### config.mk
export PLATFORM = sky130hd
export DESIGN_NAME = ctrl_dec
export DESIGN_NICKNAME = d
export VERILOG_FILES = /design/src/rtl/ctrl_pkg.sv /design/src/rtl/ctrl_dec.sv
export SDC_FILE = /design/constraint.sdc
export NUM_CORES = 1
export LEC_CHECK = 0
export BUFFER_PORTS_ARGS = -buffer_cell sky130_fd_sc_hd__buf_4
export CORE_AREA = 2 2 39 41
export DETAILED_ROUTE_END_ITERATION = 6
export DIE_AREA = 0 0 41 43
export PLACE_DENSITY = 0.53
export REMOVE_ABC_BUFFERS = 1
export SLEW_MARGIN = 20
export SYNTH_ARGS = -nofsm -noshare
export SYNTH_HDL_FRONTEND = slang
export SYNTH_SLANG_ARGS = --single-unit
### constraint.sdc
create_clock -name clk -period 1.8 [get_ports clk]
set_input_delay 0.27 -clock clk [delete_from_list [all_inputs] [get_ports clk]]
set_output_delay 0.27 -clock clk [all_outputs]
set_load 0.02 [all_outputs]
### src/rtl/ctrl_pkg.sv
// Shared opcode/funct constants and the instruction decode for the MIPS pipeline
// control decoder (ctrl_dec).
package ctrl_pkg;

  localparam logic [5:0] OP_RTYPE = 6'b000000;
  localparam logic [5:0] OP_LW    = 6'b100011;
  localparam logic [5:0] OP_SW    = 6'b101011;
  localparam logic [5:0] OP_ORI   = 6'b001101;
  localparam logic [5:0] OP_LUI   = 6'b001111;
  localparam logic [5:0] OP_ADDI  = 6'b001000;
  localparam logic [5:0] OP_BEQ   = 6'b000100;
  localparam logic [5:0] OP_J     = 6'b000010;
  localparam logic [5:0] OP_JAL   = 6'b000011;

  localparam logic [5:0] FN_ADDU  = 6'b100001;
  localparam logic [5:0] FN_SUBU  = 6'b100011;
  localparam logic [5:0] FN_JR    = 6'b001000;
  localparam logic [5:0] FN_JALR  = 6'b001001;
  localparam logic [5:0] FN_NOP   = 6'b000000;

  typedef struct packed {
    logic r;
    logic addu;
    logic subu;
    logic jr;
    logic jalr;
    logic lw;
    logic sw;
    logic ori;
    logic lui;
    logic addi;
    logic beq;
    logic j;
    logic jal;
    logic ill;
  } ctrl_flags_t;

  function automatic ctrl_flags_t ctrl_decode(input logic [5:0] op, input logic [5:0] func);
    ctrl_flags_t f;
    logic        known;
    f      = '0;
    f.r    = (op == OP_RTYPE);
    // Func only means something for R-type; it is ignored for every other opcode.
    f.addu = f.r && (func == FN_ADDU);
    f.subu = f.r && (func == FN_SUBU);
    f.jr   = f.r && (func == FN_JR);
    f.jalr = f.r && (func == FN_JALR);
    f.lw   = (op == OP_LW);
    f.sw   = (op == OP_SW);
    f.ori  = (op == OP_ORI);
    f.lui  = (op == OP_LUI);
    f.addi = (op == OP_ADDI);
    f.beq  = (op == OP_BEQ);
    f.j    = (op == OP_J);
    f.jal  = (op == OP_JAL);
    known  = f.addu | f.subu | f.jr | f.jalr | f.lw | f.sw | f.ori |
             f.lui | f.addi | f.beq | f.j | f.jal;
    // The all-zero nop is what flushed stages hold, so it must not count as illegal.
    f.ill  = !known && !(f.r && (func == FN_NOP));
    return f;
  endfunction

endpackage

### src/rtl/ctrl_dec.sv
// Per-stage instruction decoder: one flag per instruction, plus illegal/sticky-illegal.
// Define CTRL_REG_OUT_EN to register all flags and ill (one-cycle latency).
module ctrl_dec
  import ctrl_pkg::*;
(
  input  logic       clk,
  input  logic       reset,
  input  logic [5:0] Op,
  input  logic [5:0] Func,
  output logic       R,
  output logic       addu,
  output logic       subu,
  output logic       jr,
  output logic       jalr,
  output logic       lw,
  output logic       sw,
  output logic       ori,
  output logic       lui,
  output logic       addi,
  output logic       beq,
  output logic       j,
  output logic       jal,
  output logic       ill,
  output logic       ill_seen
);

  ctrl_flags_t dec;
  ctrl_flags_t flags;

  always_comb begin
    dec = ctrl_decode(Op, Func);
  end

`ifdef CTRL_REG_OUT_EN
  // Reset clears every flag, R included, so a stage in reset decodes as nothing.
  always_ff @(posedge clk or negedge reset) begin
    if (!reset) begin
      flags <= '0;
    end else begin
      flags <= dec;
    end
  end
`else
  assign flags = dec;
`endif

  always_ff @(posedge clk or negedge reset) begin
    if (!reset) begin
      ill_seen <= 1'b0;
    end else if (flags.ill) begin
      ill_seen <= 1'b1;
    end
  end

  assign R    = flags.r;
  assign addu = flags.addu;
  assign subu = flags.subu;
  assign jr   = flags.jr;
  assign jalr = flags.jalr;
  assign lw   = flags.lw;
  assign sw   = flags.sw;
  assign ori  = flags.ori;
  assign lui  = flags.lui;
  assign addi = flags.addi;
  assign beq  = flags.beq;
  assign j    = flags.j;
  assign jal  = flags.jal;
  assign ill  = flags.ill;

endmodule

# Yosys cells after proc, flatten, opt, wreduce, memory -nomap -nowiden

Cells that the tools add are included.

Register bits: 1
Latch bits: 0
Bits in writable memories: 0
Memory bits (read-only): 0
Bits of input ports: 14
Output and inout bits: 15
Logic and storage cells: 34
Memories: 0

Add/sub/neg operators: 0
Multipliers: 0
Divide/modulo/power cells: 0
Magnitude comparators: 0
Equal/unequal tests: 12
Shift operators: 0
Mux-type cells: 0
Bitwise operators: 11
Reduce and logical (&&, ||, !) cells: 10

Operators with widths:

| kind                                                 | number |
|---|---|
| equality test 6 x 4 -> 1 bit (second input constant) | 5 |
| equality test 6 bit (second input constant)          | 4 |
| equality test 6 x 2 -> 1 bit (second input constant) | 2 |
| zero test 6 bit                                      | 2 |
| bitwise OR 1 bit                                     | 11 |
| equality test 6 x 3 -> 1 bit (second input constant) | 1 |
| logical AND 1 bit                                    | 6 |
| zero test 1 bit                                      | 2 |

# Longest topological paths before layout

Gate-level depths: netlist (run 1).

Depth after elaboration: 15
Depth in mapped cells: 5
Gate-level depth less buffers: 4

# Least setup slack after synthesis (run 1)

Ideal clock, no wire load.

Path kind: input to output
Start point: input port Op[3]
End point: output port jalr
Arrival: 1.539 ns
Slack: -0.009 ns
Stages on the path: 5
Path buffers: 1
Cell sequence: clkbuf_1 -> or4_4 -> nor4_4 -> nand3_1 -> nor2_1

Word-level cells in the longest chain between the ends: 2

RTL lines:

| what              | RTL line       | RTL |
|---|---|---|
| start, declared   | ctrl_dec.sv:8  | `input logic [5:0] Op,` |
| zero test 6 bit   | ctrl_pkg.sv:42 | `f.r = (op == OP_RTYPE);` |
| logical AND 1 bit | ctrl_pkg.sv:47 | `f.jalr = f.r && (func == FN_JALR);` |
| end, declared     | ctrl_dec.sv:14 | `output logic jalr,` |

Every way passes these cells.

# Worst setup path after layout (run 1)

Start point: input port Op[5]
End point: output port jr

Word-level cells in the longest chain between the ends: 2

RTL lines:

| what              | RTL line       | RTL |
|---|---|---|
| zero test 6 bit   | ctrl_pkg.sv:42 |  |
| logical AND 1 bit | ctrl_pkg.sv:46 | `f.jr = f.r && (func == FN_JR);` |
| end, declared     | ctrl_dec.sv:13 | `output logic jr,` |

Every way passes these cells.

==> results.py, run 1 <==
metrics = {
    "setup_path": {
        "r2r_start": "ill_seen",
        "reg2reg_to": "ill_seen",
        "critPathMaxFanout": 4,
        "worstPathCellList": "buf_6, or4_4, nor4_4, nand3_1, nor2_1, buf_4",
        "cp_top_family": "simple AND/OR/NAND/NOR gates",
        "crit_cells": 6,
        "cp.required_ns": 1.53,
        "path_buf_inv": 2,
        "timing.critical_path.from_type": "primary input",
        "reg2reg_slack_ns": 1.14,
        "crit_type": "in -> out",
        "worst_setup_path_end_kind": "output port",
        "ff2ff_path_depth": 1,
        "worst_path_max_delay_cell": "sky130_fd_sc_hd__or4_4",
        "cp.arrival_ns": 1.52,
        "crit_path_largest_cell_delay_ns": 0.55,
    },
    "placement": {
        "globalplace.congestion": 0.6522,
        "detailed_place_hpwl_um": 756.8,
        "placedCellCount": 91,
        "pre_cts_slack_ns": -0.06429,
        "numPortBuffers": 28,
    },
    "worst_hold_path": {
        "min_path_type": "in -> async",
    },
    "sta": {
        "final-max-slew-violation-count": 0,
        "max_slew_margin": 0.7449,
        "rsz0062_at_grt": "true",
        "fmax_ghz": 0.5578,
        "setup_viol": 0,
        "holdWs_ns": 0.04526,
        "final_critical_path_time_including_i_o_delays_and_setup_ns": 1.793,
        "tightestPinTransition_ns": 0.3818,
        "post-route-period-util": 0.9960,
        "setup_slack_ns": 0.007223,
        "finalHoldViolCount": 0,
        "tns_ns": 0,
        "fin_skew_ns": 0,
    },
    "yosys": {
        "synthDistinctLibCells": 21,
        "synth.top_cell.area_share": 0.1351,
        "syn-mean-instance-area_um2": 6.613,
        "synth_top_cell_by_area": "sky130_fd_sc_hd__nor3b_1",
        "synth_seq_cells": 1,
        "synthesis.instances": 42,
        "synth-seq-area-share": 0.09009,
        "mappedNetlistArea_um2": 277.8,
        "ys_warn_count": 0,
        "synth.top_cells.by_area": "sky130_fd_sc_hd__nor3b_1, sky130_fd_sc_hd__nor2_1, sky130_fd_sc_hd__dfrtp_1",
    },
    "status": {
        "status": "finished, final reports clean",
    },
    "die": {
        "dieArea_um2": 1763,
        "placeableCoreArea_um2": 1384,
        "ios": 29,
        "chipWidth_um": 41,
        "initial_core_util": 0.2007,
        "chipHeight_um": 43,
        "core.rowCount": 14,
    },
    "layout": {
        "drive_gt1_frac": 0.5395,
        "area.growth.synth_to_final_pct": 104.5,
        "design.final.nets": 92,
        "largest_register_ffs": 1,
        "largest_registers": "ill_seen (1)",
        "n_antenna_cell": 0,
        "instances_no_fill": 92,
        "most_flops_register": "ill_seen",
    },
    "clock_tree": {
        "clk_pin_slew_worst_paths_ns": 0,
        "worst_skew_pair.late_latency_ns": 0,
    },
    "power_and_ir_drop": {
        "pwr-share-seq": 0.218,
        "p_sw_mw": 0.03629,
        "power_frac_clock": 0,
        "power.switching_fraction": 0.3454,
        "combPwrFrac": 0.782,
        "p_int_mw": 0.06879,
        "power_density_nw_per_um2": 185.0,
        "total_power_mw": 0.1051,
        "max-vdd-ir-drop_mv": 0.1208,
        "p_leak_nw": 0.2572,
    },
    "job": {
        "cap_viol_max_count": 0,
    },
    "routing": {
        "drt_iter0_drc": 4,
        "post_drt_wl_per_cell_um": 9.315,
        "dr_total_vias": 419,
        "route.detailed.vias_per_inst": 4.554,
        "routed_wl_um": 857,
        "final_antenna_net_count": 0,
        "remaining_drc_errors": 0,
        "dr.pass1.iters": 3,
    },
    "global_route": {
        "gr-usage-all-layers": 0.1001,
        "global_route.overflow_total": 0,
        "grt_pass1_vias": 375,
        "antenna_found_initial": 0,
        "grt_start_max_net_pins": 10,
        "grt_pass1_wl_mm": 1.331,
    },
}
## metal layers
metal,track usage,vias up,part of all wire
met4,0,0,0
met3,0.01571,0,0.096
met5,0,-,0
li1,-,217,-
met2,0.1844,17,0.50
met1,0.1210,185,0.40
## repair_timing
action                     in CTS  in global routing
buffers inserted                0                  1
gates resized for setup         4                  0
pin swaps                       0                  1
hold buffers                    0                  0
cloned                          0                  0
setup endpoints to repair       3                  5
## final cells by class
type	count	area [µm²]
flip-flops and latches	1	25.02
multi-input cells	38	237.7
inverters	1	3.754
well taps	16	20.02
repair buffers	36	281.5
fillers	146	815.8
## how the worst max path moves through the flow
stage               startpoint  endpoint
finish                   Op[5]        jr
global placement         Op[5]       ill
floorplan                Op[5]      jalr
detailed placement       Op[5]       ill
CTS                      Op[5]        jr
global route             Op[5]      jalr
## cells by family (layout without fill, tap and decap cells)
| kind of cell | count (synthesis) | in the layout | share of synthesized area |
|---|---|---|---|
| XOR/XNOR | 1 | 1 | 0.03154 |
| buffers and inverters | 3 | 37 | 0.06754 |
| AND/OR/NAND/NOR | 32 | 32 | 0.6802 |
| AO/OA/AOI/OAI | 5 | 5 | 0.1306 |
| flip-flops | 1 | 1 | 0.09008 |
## power by group through the flow
stage | logic (mW) | clock network [mW] | registers [mW]
after detailed placement | 0.0774 | 0 | 0.0229
after global routing | 0.0896 | 0 | 0.0229
after CTS | 0.0811 | 0 | 0.0229
after global placement | 0.0772 | 0 | 0.0229
after floorplan | 0.0262 | 0 | 0.0229
final | 0.0822 | 0 | 0.0229
## per-stage QoR
| step | area (µm²) | util |
|---|---|---|
| 2_1_floorplan | 262.8 | - |
| 3_3_place_gp | 545.5 | 0.3942 |
| 3_5_place_dp | 545.5 | 0.3942 |
| 4_1_cts | 560.5 | 0.4051 |
| 5_1_grt | 568.0 | 0.4105 |
| 6_report | 568.0 | 0.4105 |
## Yosys cell counts
| cell | n |
|---|---|
| sky130_fd_sc_hd__o22ai_1 | 1 |
| sky130_fd_sc_hd__nand3b_1 | 1 |
| sky130_fd_sc_hd__and3_2 | 2 |
| sky130_fd_sc_hd__or4_4 | 1 |
| sky130_fd_sc_hd__clkbuf_1 | 1 |
| sky130_fd_sc_hd__dfrtp_1 | 1 |
| sky130_fd_sc_hd__nand4b_1 | 1 |
| sky130_fd_sc_hd__nor3b_1 | 5 |
| sky130_fd_sc_hd__nor3_1 | 3 |
| sky130_fd_sc_hd__o21ai_0 | 1 |
| sky130_fd_sc_hd__nand3_1 | 2 |
| sky130_fd_sc_hd__a31o_1 | 1 |
| sky130_fd_sc_hd__nor4_4 | 1 |
| sky130_fd_sc_hd__nand2_1 | 6 |
| sky130_fd_sc_hd__buf_6 | 1 |
| sky130_fd_sc_hd__inv_1 | 1 |
| sky130_fd_sc_hd__o21ai_2 | 1 |
| sky130_fd_sc_hd__o21a_1 | 1 |
| sky130_fd_sc_hd__or2_1 | 1 |
| sky130_fd_sc_hd__xnor2_1 | 1 |
| sky130_fd_sc_hd__nor2_1 | 9 |
## layout by cell type (no fill, tap or decap)
cell,instances
sky130_fd_sc_hd__dfrtp_1,1
sky130_fd_sc_hd__o21a_1,1
sky130_fd_sc_hd__or2_1,1
sky130_fd_sc_hd__nor2_1,9
sky130_fd_sc_hd__a31o_1,1
sky130_fd_sc_hd__buf_6,3
sky130_fd_sc_hd__xnor2_1,1
sky130_fd_sc_hd__nor3b_1,5
sky130_fd_sc_hd__and3_4,1
sky130_fd_sc_hd__nor3_1,3
sky130_fd_sc_hd__or4_4,1
sky130_fd_sc_hd__nand2_1,6
sky130_fd_sc_hd__nand3_1,2
sky130_fd_sc_hd__o21ai_0,1
sky130_fd_sc_hd__nand3b_1,1
sky130_fd_sc_hd__buf_4,33
sky130_fd_sc_hd__nor4_4,1
sky130_fd_sc_hd__o22ai_1,1
sky130_fd_sc_hd__o21ai_2,1
sky130_fd_sc_hd__and3_2,1
sky130_fd_sc_hd__nand4b_1,1
sky130_fd_sc_hd__inv_1,1
Power figures use the tool's default switching activity.
==> inputs of run 2 (changes only) <==
--- a/config.mk
+++ b/config.mk
@@ -5,11 +5,11 @@
 export SDC_FILE = /design/constraint.sdc
 export NUM_CORES = 1
 export LEC_CHECK = 0
-export BUFFER_PORTS_ARGS = -buffer_cell sky130_fd_sc_hd__buf_4
+export BUFFER_PORTS_ARGS = -buffer_cell sky130_fd_sc_hd__buf_2
 export CORE_AREA = 2 2 39 41
 export DETAILED_ROUTE_END_ITERATION = 6
 export DIE_AREA = 0 0 41 43
-export PLACE_DENSITY = 0.53
+export PLACE_DENSITY = 0.51
 export REMOVE_ABC_BUFFERS = 1
 export SLEW_MARGIN = 20
 export SYNTH_ARGS = -nofsm -noshare
==> run 2 against run 1 <==
- the flow now finishes with violations (negative setup slack)
- critical path depth did not move
- design area down 11%
- global-route usage fell by 0.60 points
- first-iteration DRC count rose by 75%
- worst hold slack gained 0.00077 ns
- die area stayed put
- setup slack got worse by 0.028 ns
- sequential share of layout area rose by 0.55 points
- core utilization fell by 4.5 points
- combinational power shrank 11%
- final cell count shrank 1.1%
- largest cell class is now multi-input combinational cells
- largest power group unchanged
- flip-flop and latch count stayed put
==> results.py, run 2 (synthesis gave the netlist of run 1 again) <==
metrics = {
    "sta": {
        "setup_viol": 2,
        "final_critical_path_time_including_i_o_delays_and_setup_ns": 1.821,
        "rsz0062_at_grt": "true",
        "setup_slack_ns": -0.02098,
        "finalHoldViolCount": 0,
        "fin_skew_ns": 0,
        "final-max-slew-violation-count": 0,
        "max_slew_margin": 0.7385,
        "post-route-period-util": 1.012,
        "fmax_ghz": 0.5492,
        "tightestPinTransition_ns": 0.3914,
    },
    "worst_hold_path": {
        "min_path_type": "in -> async",
    },
    "global_route": {
        "grt_pass1_wl_mm": 1.276,
        "grt_pass1_vias": 340,
        "antenna_found_initial": 0,
        "grt_start_max_net_pins": 10,
        "global_route.overflow_total": 0,
        "gr-usage-all-layers": 0.09409,
    },
    "layout": {
        "largest_registers": "ill_seen (1)",
        "layout_common_cells": "sky130_fd_sc_hd__buf_2, sky130_fd_sc_hd__buf_4, sky130_fd_sc_hd__nor2_1, sky130_fd_sc_hd__nand2_1, sky130_fd_sc_hd__nor3b_1",
        "final_common_cell": "sky130_fd_sc_hd__buf_2",
        "most_flops_register": "ill_seen",
        "design.final.nets": 91,
        "largest_register_ffs": 1,
        "area.growth.synth_to_final_pct": 81.98,
        "drive_gt1_frac": 0.5333,
        "layout.filler_cells": 154,
        "finalCoreUtilization": 0.3653,
        "n_antenna_cell": 0,
    },
    "setup_path": {
        "timing.critical_path.from_type": "primary input",
        "cp.required_ns": 1.53,
        "path_buf_inv": 2,
        "critPathMaxFanout": 4,
        "cp_top_family": "simple AND/OR/NAND/NOR gates",
        "worstPathCellList": "buf_6, or4_4, nor4_4, nand3_1, nor2_1, buf_4",
        "r2r_start": "ill_seen",
        "worst_path_max_delay_cell": "sky130_fd_sc_hd__or4_4",
        "crit_path_largest_cell_delay_ns": 0.55,
        "worst_setup_path_end_kind": "output port",
        "crit_type": "in -> out",
        "cp.arrival_ns": 1.55,
        "setup.worst_path.start": "Op[5]",
    },
    "die": {
        "core.rowCount": 14,
        "placeableCoreArea_um2": 1384,
        "ios": 29,
        "chipWidth_um": 41,
        "dieArea_um2": 1763,
        "chipHeight_um": 43,
        "initial_core_util": 0.2007,
    },
    "placement": {
        "numPortBuffers": 28,
        "pre_cts_slack_ns": -0.06057,
        "globalplace.congestion": 0.7223,
        "detailed_place_hpwl_um": 726,
    },
    "routing": {
        "final_antenna_net_count": 0,
        "dr_total_vias": 418,
        "met2_wirelength_um": 406,
        "dr_wl_met3_um": 96,
        "route.detailed.vias_per_inst": 4.593,
        "remaining_drc_errors": 0,
        "drt_iter0_drc": 7,
        "met1_wire_length_um": 382,
        "dr.pass1.iters": 2,
        "routed.top_layer": "met3",
        "post_drt_wl_per_cell_um": 9.714,
        "routed_wl_um": 884,
    },
    "power_and_ir_drop": {
        "max-vdd-ir-drop_mv": 0.1039,
        "power_density_nw_per_um2": 189.3,
        "p_leak_nw": 0.2429,
        "total_power_mw": 0.09571,
    },
    "job": {
        "cap_viol_max_count": 0,
    },
    "clock_tree": {
        "cts_hold_buffers": 0,
        "clk_pin_slew_worst_paths_ns": 0,
        "worst_skew_pair.late_latency_ns": 0,
    },
    "status": {
        "failed_checks": "negative setup slack",
        "status": "finished, violations left",
    },
}
-- run 2: repair_timing --
action                                  4_1_cts  5_1_grt
endpoints found under the setup margin        4        5
resized for setup                             3        5
cloned                                        0        0
buffers inserted                              0        0
-- run 2: per-layer routing --
metal / vias to the layer above / global-route usage
li1: 216 / -
met1: 183 / 0.1178
met2: 19 / 0.1688
met3: 0 / 0.01571
met4: 0 / 0
met5: - / 0
-- run 2: final timing paths --
kind / endpoint / slack (ns) / depth (start not counted)
max in group asynchronous: ill_seen / 1.67 / 1
setup / recovery: jr / -0.02 / 6
min in group clk: ill_seen / 0.45 / 1
hold reg to reg: ill_seen / 0.45 / 1
setup reg to reg: ill_seen / 1.15 / 1
hold / removal: ill_seen / 0.05 / 1
-- run 2: per-stage QoR --
stage / setup TNS [ns] / hold slack (ns) / area (µm²) / std cells
after global routing: -0.4014 / 0.05076 / 505.5 / 91
after CTS: -0.09700 / 0.04815 / 486.7 / 91
final: -0.03186 / 0.04603 / 505.5 / 91
after floorplan: 0 / -0.02559 / 262.8 / 40
after detailed placement: -0.1608 / 0.04815 / 475.5 / 91
after global placement: -0.09581 / 0.04564 / 475.5 / 91
-- run 2: where the power goes --
part	leakage [nW]	switching [mW]	internal, mW
Sequential	0.00875	0	0.0229
Clock	0	0	0
Combinational	0.234	0.0361	0.0367
-- run 2: final cells by class --
class,instances,area [µm²],share of cell area
multi-input cells,38,237.7,0.4703
repair buffers,35,219.0,0.4332
flip-flops and latches,1,25.02,0.04950
well taps,16,20.02,0.03960
inverters,1,3.754,0.007426
==> inputs of run 3 (changes only) <==
--- a/config.mk
+++ b/config.mk
@@ -5,11 +5,12 @@
 export SDC_FILE = /design/constraint.sdc
 export NUM_CORES = 1
 export LEC_CHECK = 0
+export ABC_AREA = 1
 export BUFFER_PORTS_ARGS = -buffer_cell sky130_fd_sc_hd__buf_2
 export CORE_AREA = 2 2 39 41
 export DETAILED_ROUTE_END_ITERATION = 6
 export DIE_AREA = 0 0 41 43
-export PLACE_DENSITY = 0.51
+export PLACE_DENSITY = 0.57
 export REMOVE_ABC_BUFFERS = 1
 export SLEW_MARGIN = 20
 export SYNTH_ARGS = -nofsm -noshare
==> run 3 against run 2 <==
- the run now ends clean
- wire length decreased by 5.4%
- register-to-register slack improved by 0.09 ns
- critical path type unchanged
- area after synthesis increased by 23%
- sequential share of layout area about the same
- clock skew unchanged
- total power decreased by 11%
- critical path depth increased by 4
- largest cell class unchanged
- die area unchanged
- setup slack improved by 0.37 ns
- first-iteration DRC count increased by 57%
- design area decreased by 0.74%
==> results.py, run 3 <==
metrics = {
    "routing": {
        "routed.top_layer": "met3",
        "met1_wire_length_um": 343,
        "route.detailed.vias_per_inst": 3.975,
        "dr.pass1.iters": 4,
        "final_antenna_net_count": 0,
        "dr_wl_met3_um": 88,
        "met2_wirelength_um": 404,
        "routed_wl_um": 836,
        "dr_total_vias": 473,
        "drt_iter0_drc": 11,
        "remaining_drc_errors": 0,
        "post_drt_wl_per_cell_um": 7.025,
    },
    "sta": {
        "post-route-period-util": 0.8074,
        "tightestPinTransition_ns": 0.2405,
        "tns_ns": 0,
        "fin_skew_ns": 0,
        "rsz0062_at_grt": "false",
        "finalHoldViolCount": 0,
        "setup_slack_ns": 0.3467,
        "final_critical_path_time_including_i_o_delays_and_setup_ns": 1.453,
        "final-max-slew-violation-count": 0,
        "setup_viol": 0,
        "fmax_ghz": 0.6881,
        "max_slew_margin": 0.8391,
    },
    "status": {
        "status": "finished, final reports clean",
    },
    "power_and_ir_drop": {
        "power_density_nw_per_um2": 169.8,
        "p_leak_nw": 0.3592,
        "max-vdd-ir-drop_mv": 0.05798,
        "total_power_mw": 0.08520,
    },
    "layout": {
        "area.growth.synth_to_final_pct": 46.89,
        "layout_common_cells": "sky130_fd_sc_hd__buf_2, sky130_fd_sc_hd__nor2_1, sky130_fd_sc_hd__inv_1, sky130_fd_sc_hd__nand2_1, sky130_fd_sc_hd__nand3_1",
        "design.final.nets": 119,
        "largest_register_ffs": 1,
        "final_cell_area_um2": 501.7,
        "final_common_cell": "sky130_fd_sc_hd__buf_2",
        "largest_registers": "ill_seen (1)",
        "n_antenna_cell": 0,
        "drive_gt1_frac": 0.3301,
        "most_flops_register": "ill_seen",
        "layout.filler_cells": 167,
    },
    "yosys": {
        "synth_top_cell_by_area": "sky130_fd_sc_hd__nor2_1",
        "ys_warn_count": 0,
        "synth-seq-area-share": 0.07326,
        "synth_common_cells": "sky130_fd_sc_hd__nor2_1, sky130_fd_sc_hd__inv_1, sky130_fd_sc_hd__nand2_1",
        "synth_seq_cells": 1,
        "syn-mean-instance-area_um2": 4.554,
        "synthDistinctLibCells": 11,
        "mappedNetlistArea_um2": 341.6,
        "synthesis.instances": 75,
        "post-synth-top-count-cell": "sky130_fd_sc_hd__nor2_1",
        "synth_flop_cell": "sky130_fd_sc_hd__dfrtp_1",
        "synth.top_cell.area_share": 0.2527,
        "synth.top_cells.by_area": "sky130_fd_sc_hd__nor2_1, sky130_fd_sc_hd__inv_1, sky130_fd_sc_hd__nand2_1",
        "number_of_flops_mapped_to_enable_cells_by_yosys": 0,
        "synth_async_sr_flop_share": 1.000,
    },
    "global_route": {
        "grt_start_max_net_pins": 6,
        "antenna_found_initial": 0,
        "global_route.overflow_total": 0,
        "grt_pass1_wl_mm": 1.248,
        "grt_pass1_vias": 349,
        "gr-usage-all-layers": 0.09419,
    },
    "placement": {
        "pre_cts_slack_ns": 0.3367,
        "detailed_place_hpwl_um": 785,
        "globalplace.congestion": 0.7592,
        "dpl-instance-area_um2": 501.7,
        "numPortBuffers": 28,
    },
    "clock_tree": {
        "ctsResizeCount": 0,
        "cts.repair_timing.setup_buffer_count": 0,
        "cts_hold_buffers": 0,
        "clk_pin_slew_worst_paths_ns": 0,
        "worst_skew_pair.late_latency_ns": 0,
    },
    "worst_hold_path": {
        "min_path_type": "in -> async",
    },
    "job": {
        "cap_viol_max_count": 0,
    },
    "die": {
        "ios": 29,
        "core.rowCount": 14,
        "initial_core_util": 0.2468,
        "dieArea_um2": 1763,
        "placeableCoreArea_um2": 1384,
        "chipHeight_um": 43,
        "chipWidth_um": 41,
    },
    "setup_path": {
        "timing.critical_path.from_type": "primary input",
        "crit_type": "in -> out",
        "reg2reg_slack_ns": 1.24,
        "cp.required_ns": 1.53,
        "cp.arrival_ns": 1.18,
        "critPathMaxFanout": 5,
        "worst_setup_path_end_kind": "output port",
    },
}
## run 3: cell count changes in the layout (fill, tap and decap cells not counted), moves of 5 or more
cell,previous run,this run
sky130_fd_sc_hd__inv_1,1,20
sky130_fd_sc_hd__nor2_1,9,23
sky130_fd_sc_hd__buf_4,10,0
sky130_fd_sc_hd__nand2_1,6,15
sky130_fd_sc_hd__buf_2,22,28
sky130_fd_sc_hd__nand3_1,2,8
sky130_fd_sc_hd__nor3b_1,5,0
## run 3: cells by family (layout without fill, tap and decap cells)
| kind of cell | count (synthesis) | after routing | share of synthesized area |
|---|---|---|---|
| buf+inv | 20 | 48 | 0.2198 |
| flops | 1 | 1 | 0.07325 |
| compound gates | 1 | 1 | 0.01464 |
| simple gates | 53 | 53 | 0.6923 |
## run 3: power breakdown
group,total [mW],internal (mW),switching [mW],leakage (nW)
Sequential,0.0229,0.0229,0,0.00875
Clock,0,0,0,0
Combinational,0.0623,0.0235,0.0388,0.350
Total,0.0852,0.0464,0.0388,0.359
## run 3: path summary, 6_finish.rpt
check                         start  endpoint  depth (start not counted)
max in group asynchronous     reset  ill_seen                          1
min                           reset  ill_seen                          1
max reg2reg                ill_seen  ill_seen                          2
min in group clk           ill_seen  ill_seen                          2
min reg2reg                ill_seen  ill_seen                          2
max                           Op[0]       ill                         10
## run 3: metrics by stage
| step | std cells | hold WS, ns | utilization |
|---|---|---|---|
| 6_report | 119 | 0.04515 | 0.3626 |
| 5_1_grt | 119 | 0.04674 | 0.3626 |
| 4_1_cts | 119 | 0.04562 | 0.3626 |
| 3_5_place_dp | 119 | 0.04562 | 0.3626 |
| 3_3_place_gp | 119 | 0.04414 | 0.3626 |
| 2_1_floorplan | 75 | -0.02559 | - |
## run 3: metal layers
metal  track usage  up-vias
li1              -      273
met1        0.1150      183
met2        0.1719       17
met3       0.01571        0
met4             0        0
met5             0        -
## run 3: worst max-delay path, stage by stage
cell	delay (ns)
sky130_fd_sc_hd__buf_2	0.13
sky130_fd_sc_hd__nor2_2	0.16
sky130_fd_sc_hd__nand2_2	0.08
sky130_fd_sc_hd__nor2_4	0.11
sky130_fd_sc_hd__nand2_1	0.08
sky130_fd_sc_hd__nand2_1	0.06
sky130_fd_sc_hd__nor2_1	0.04
sky130_fd_sc_hd__nand2_1	0.07
sky130_fd_sc_hd__inv_1	0.04
sky130_fd_sc_hd__buf_2	0.15
## run 3: cell type report
class,instances,area [µm²],area share
Sequential cell,1,25.02,0.04988
Tap cell,16,20.02,0.03990
Timing Repair Buffer,28,140.1,0.2793
Multi-Input combinational cell,54,241.5,0.4813
Inverter,20,75.07,0.1496
